`src/rtl/dec_adder_2d.sv`:
```
// dec_adder_2d: two-digit packed-BCD adder with registered sum, carry, valid and illegal-digit flag
module dec_adder_2d (
  input  logic       clk,
  input  logic       rst,
  input  logic       in_valid,
  input  logic [3:0] A1,
  input  logic [3:0] A0,
  input  logic [3:0] B1,
  input  logic [3:0] B0,
  output logic [3:0] s1,
  output logic [3:0] s0,
  output logic       c_out,
  output logic       out_valid,
  output logic       err
);
  logic [4:0] t0, t1;
  logic       c0, c1, bad;
  logic [3:0] s1_d, s0_d, s1_q, s0_q;
  logic       c_d, err_d, c_q, err_q, v_q;
  // per-digit decimal add with +6 correction; illegal digits force a zero result and raise err
  always_comb begin
    t0 = {1'b0, A0} + {1'b0, B0};
    c0 = t0 > 5'd9;
    t1 = {1'b0, A1} + {1'b0, B1} + {4'd0, c0};
    c1 = t1 > 5'd9;
    bad = (A1 > 4'd9) | (A0 > 4'd9) | (B1 > 4'd9) | (B0 > 4'd9);
    s0_d = bad ? 4'd0 : c0 ? t0[3:0] + 4'd6 : t0[3:0];
    s1_d = bad ? 4'd0 : c1 ? t1[3:0] + 4'd6 : t1[3:0];
    c_d = ~bad & c1;
    err_d = bad;
  end
  // capture on in_valid, hold otherwise; out_valid follows in_valid by one cycle
  always_ff @(posedge clk) begin
    if (rst) begin
      s1_q <= 4'd0;
      s0_q <= 4'd0;
      c_q <= 1'b0;
      err_q <= 1'b0;
      v_q <= 1'b0;
    end else begin
      v_q <= in_valid;
      if (in_valid) begin
        s1_q <= s1_d;
        s0_q <= s0_d;
        c_q <= c_d;
        err_q <= err_d;
      end
    end
  end
  assign s1 = s1_q;
  assign s0 = s0_q;
  assign c_out = c_q;
  assign err = err_q;
  assign out_valid = v_q;
endmodule

```
`config.mk`:
```
export PLATFORM = sky130hd
export DESIGN_NAME = dec_adder_2d
export DESIGN_NICKNAME = d
export VERILOG_FILES = /design/src/rtl/dec_adder_2d.sv
export SDC_FILE = /design/constraint.sdc
export NUM_CORES = 1
export LEC_CHECK = 0
export BUFFER_PORTS_ARGS = -buffer_cell sky130_fd_sc_hd__buf_2
export CORE_MARGIN = 2
export CORE_UTILIZATION = 55
export CTS_BUF_LIST = sky130_fd_sc_hd__clkbuf_4 sky130_fd_sc_hd__clkbuf_8
export CTS_CLUSTER_DIAMETER = 120
export DETAILED_ROUTE_END_ITERATION = 8
export PLACE_DENSITY = 0.94
export SLEW_MARGIN = 25
export SYNTH_ARGS = -nofsm -noshare
export SYNTH_HDL_FRONTEND = slang
export SYNTH_SLANG_ARGS = --single-unit
```
`constraint.sdc`:
```
create_clock -name clk -period 6.61 [get_ports clk]
set_input_delay 0.3305 -clock clk [delete_from_list [all_inputs] [get_ports clk]]
set_output_delay 0.3305 -clock clk [all_outputs]
set_load 0.02 [all_outputs]
```
After elaboration in Yosys (flattened, before gate mapping)
Index checks and enable logic that the tools add are counted.
{"block": "op_classes", "multipliers": 0, "n_lt_le_gt_ge": 6, "n_mux": 4, "bitwise_logic": 5, "n_reduce_logical": 0, "n_div": 0, "eq_ne": 0, "shift": 0, "addsub": 5}
{"cell": "$gt A4 B4 Y1 const B", "count": 4}
{"cell": "$mux W4", "count": 4}
{"cell": "$add A4 B4 Y5", "count": 2}
{"cell": "$gt A5 B4 Y1 const B", "count": 2}
{"cell": "$add A4 B3 Y4 const B", "count": 2}
{"cell": "$add A5 B1 Y5", "count": 1}
{"cell": "$or A1 B1 Y1", "count": 3}
{"cell": "$and A1 B1 Y1", "count": 1}
{"cell": "$not A1 Y1", "count": 1}
{"block": "totals", "wordCells": 25, "latch_bits": 0, "register_bits": 11, "n_memories": 0, "romBits": 0, "output_inout_bits": 11, "ram_bits": 0}

Logic depth before layout (Yosys ltp)
{"block": "logic_depth", "ltp_word": 6, "depth_mapped": 16}

Least setup slack after synthesis
OpenSTA, ideal clock, no wires.
{"block": "synth_path", "path_kind": "input-to-reg", "start": "input A0[0]", "end": "register s1_q[2], in the netlist s1[2]", "setup_slack_ns": 3.250, "cell_stages": 15, "n_path_buf": 0, "required_ns": 6.493, "setup_time_ns": 0.117, "arrival_time_ns": 3.243, "cell_sequence": "ha_1 -> inv_1 -> fa_1 -> xor2_1 -> nand2_1 -> a21oi_1 -> fa_1 -> inv_1 -> fa_1 -> xnor2_1 -> ha_1 -> a22o_1 -> o31ai_4 -> mux2i_1 -> a22o_1"}
{"block": "synth_via", "elab_chain_cells": 6, "elab_cells_between_ends": 11}
{"item": "start: declaration", "line": "7", "rtl": "input logic [3:0] A0,"}
{"item": "$add A4 B4 Y5", "line": "22", "rtl": "t0 = {1'b0, A0} + {1'b0, B0};"}
{"item": "$gt A5 B4 Y1", "line": "23", "rtl": "c0 = t0 > 5'd9;"}
{"item": "$add A5 B1 Y5", "line": "24", "rtl": "t1 = {1'b0, A1} + {1'b0, B1} + {4'd0, c0};"}
{"item": "$add A4 B3 Y4 / $gt A5 B4 Y1 (equally long branches)", "line": "28, 25"}
{"item": "$mux W4", "line": "28", "rtl": "s1_d = bad ? 4'd0 : c1 ? t1[3:0] + 4'd6 : t1[3:0];"}
{"item": "$mux W4 (*)", "line": "28"}
{"item": "end signal: assignment", "line": "35", "rtl": "s1_q <= 4'd0;"}
{"item": "end signal: assignment", "line": "43", "rtl": "s1_q <= s1_d;"}
{"item": "end: declaration", "line": "18", "rtl": "logic [3:0] s1_d, s0_d, s1_q, s0_q;"}
Mark *: on every way between the ends. The rest lies on a longest branch, timed or not.
A chain may end at the register's enable or synchronous reset.

Final worst setup path
Same ends and word-level chain as after synthesis.

==> run_results.csv <==
group,metric,value,unit
timing,fin_tns_setup,0,ns
routing,routed_wl,1.70,mm
routing,drc,0,
die,row_count,14,
layout,layout.area.seq,220,um2
routing,antenna_left,0,
timing,slew_violations,0,
synthesis,syn_inst,96,
place,gp_congestion,0.813,
synthesis,avgSynthCellArea,8.82,um2
routing,vias,783,
run_status,status,"completed",
layout,drive_above_1_share,29.7,%
die,ioPinCount,30,
synthesis,synth_fa_ha_area_share,20.4,%
synthesis,synth_nets,127,
cts,cts_setup_buffers,0,
critical_path,ff2ff_setup_slack,5.92,ns
cts,path_clk_slew,0.07,ns
hold_path,hold_class,"primary input to flip-flop",
critical_path,timing.rr.end,"s0[1]",
synthesis,yosysUniqueCellTypes,32,
critical_path,r2r_start,"s0[1]",
layout,final_common_cell,"buf_2",
routing,wl_met2,866,um
synthesis,yosys.area_share.simple,17.1,%
synthesis,synth_flop_cell,"dfxtp_1",
grt,antenna_found_initial,0,
routing,first_pass_iters,4,
routing,wl_met1,775,um
layout,area_delta_synth_final,21.7,%
hold_path,hold_path_startpoint,"rst",
synthesis,yosysWarnings,0,
die,coreArea,1470,um2
timing,fin_crit,3.50,ns
job,drv_cap,0,
power,clock_power_share,24.1,%
cts,h-tree-depth,1,
power,p_leak,0.527,nW
power,p_seq_share,34.2,%
synthesis,yosys-mux-area-fraction,2.36,%
cts,worstSkewPairLatency,0.26,ns
grt,grt_max_degree,10,
synthesis,synth_seq_area_share,26.0,%
timing,fin_crit_sh,53.0,%
cts,hold_buffers,0,
critical_path,rr_worst_depth,2,
timing,hold_viol_final,0,
timing,timing.fmax,285,MHz
routing,viasPerCell,5.44,
routing,avgRoutedWirePerCell,11.8,um
synthesis,synthArstFlopShare,0,%
critical_path,critPathMaxFanout,5,
power,ir_drop,0.0860,mV
grt,track_usage,20.4,%
cts,cts_buffers,3,
layout,finalCoreUtilization,70.1,%
layout,multi_input_area,574,um2
synthesis,synth-seq-cells,11,
critical_path,crit_type,"primary input to flip-flop",
layout,nFillCells,121,
grt,grt_pass1_vias,746,
cts,clkSinkCount,11,
die,start_util,57.6,%
timing,rsz0062_at_grt,"false",
critical_path,critPathArrivalTime,3.66,ns
power,swShare,34.7,%
synthesis,synth_top_family_by_area,"compound AO/OA/AOI/OAI gates",
critical_path,cpMostUsedCell,"fa_1",
synthesis,synth_xor_xnor_area_share,5.17,%
cts,cts_tree,"done",
critical_path,cp_cell_sequence,"buf_2, ha_1, inv_1, fa_1, xor2_1, nand2_1, a21oi_1, fa_1, inv_1, fa_1, xnor2_1, ha_1, a22o_1, o31ai_4, mux2i_1, a22o_1",
synthesis,synth_edf_count,0,
timing,max_slew_margin,66.5,%
place,hpwl,1.47,mm
timing,fin_hold_ws,0.319,ns
critical_path,crit_path_end_kind,"flip-flop",
synthesis,synth_compound_area_share,22.7,%
grt,grt-ovfl-total,0,
grt,grt_pass1_wl,2.93,mm
place,place_ws,2.84,ns
cts,clock_path_buffers,2,
timing,setup-violations-final,0,
die,dieHeight,43.2,um
layout,num-nets-final,160,
timing,setup_slack,3.11,ns
critical_path,cpPeakStageDelay,0.43,ns
die,die_area,1870,um2
critical_path,cp_slowest_cell,"fa_1",
power,switching_power,0.0000711,W
power,powerDensity,199,nW/um2
power,power_frac_comb,41.6,%
layout,layout_common_cells,"buf_2 (29), inv_1 (11), dfxtp_1 (11)",
die,die_x,43.2,um
routing,drt_iter0_markers,15,
critical_path,critPathLaunchType,"primary input",
place,io_buffers,29,
hold_path,min_to,"out_valid",
routing,maxUsedRoutingLayer,"met3",
critical_path,critPathRequiredTime,6.77,ns
timing,finClkSkew,0,ns
synthesis,syn_area,847,um2
power,intPower,0.000134,W
cts,cts-root-buf,"clkbuf_4",
layout,num_antenna_cells,0,
hold_path,min_path_cells,2,
cts,cts_resized,0,
timing,worst_pin_slew,0.499,ns
routing,met3_wirelength,59,um
-- kinds of logic after synthesis --
family,after synthesis
adders and majority gates,12
DFF,11
muxes,2
and+or+nand+nor,27
buffers and inverters,12
AOI/OAI and AO/OA,27
xor gates and xnor gates,5
-- critical path: cells and delay by family --
kind	cells	cell delay, ns
AOI/OAI and AO/OA	4	0.90
and+or+nand+nor	1	0.13
buffers and inverters	3	0.18
muxes	1	0.12
xor gates and xnor gates	2	0.56
adders and majority gates	5	1.43
-- power groups by stage --
stage	Clock, W	Combinational [W]	Sequential [W]
floorplan	0	0.0000607	0.0000751
global placement	0	0.0000808	0.0000716
detailed placement	0	0.0000849	0.0000718
CTS	0.0000503	0.0000855	0.0000702
global route	0.0000529	0.0000954	0.0000705
finish	0.0000495	0.0000854	0.0000702
-- layer usage --
layer	vias to the layer above	GRT usage [%]
li1	414	-
met1	352	24.3
met2	17	36.7
met3	0	5.11
met4	0	3.64
met5	-	0
-- final cells by class --
class	instances	share of cell area [%]
Sequential cell	11	21.4
Inverter	11	4.00
Tap cell	16	1.94
Timing Repair Buffer	29	14.1
Multi-Input combinational cell	73	55.7
Clock buffer	4	2.91
-- worst max path at each step --
stage | from | to | slack, ns | cells past startpoint
3_5_place_dp | A0[0] | s1[2] | 2.84 | 16
5_1_grt | B0[0] | s1[2] | 2.90 | 16
3_3_place_gp | A0[0] | s1[2] | 2.98 | 16
4_1_cts | A0[0] | s1[2] | 3.13 | 16
2_1_floorplan | A0[0] | s1[2] | 3.25 | 15
6_report | A0[0] | s1[2] | 3.11 | 16
-- registers in the layout (all words and copies together), names as in the netlist --
register	cells
c_out	1
err	1
out_valid	1
s0	4
s1	4
-- Yosys cell counts (all sizes together), types with 2 or more instances --
library cell  count  area share [%]
nor3              2             1.8
nor2              9             4.0
ha                9              13
nand4             3             2.2
fa                3             7.1
a22o              4             4.1
nand3             3             1.8
or2               2             1.5
dfxtp            11              26
nand2             3             1.3
a21oi             7             4.1
a21o              2             1.9
inv              11             4.9
a22oi             2             1.8
o21ai             6             3.5
xnor2             4             4.1
mux2i             2             2.4
-- through the flow --
step	total power, W	area [um2]	cells
3_3_place_gp	0.000152	1000	140
6_report	0.000205	1030	144
2_1_floorplan	0.000136	847	96
4_1_cts	0.000206	1030	144
5_1_grt	0.000219	1030	144
3_5_place_dp	0.000157	1000	140
Note: power is estimated with default switching activity, not from simulation.
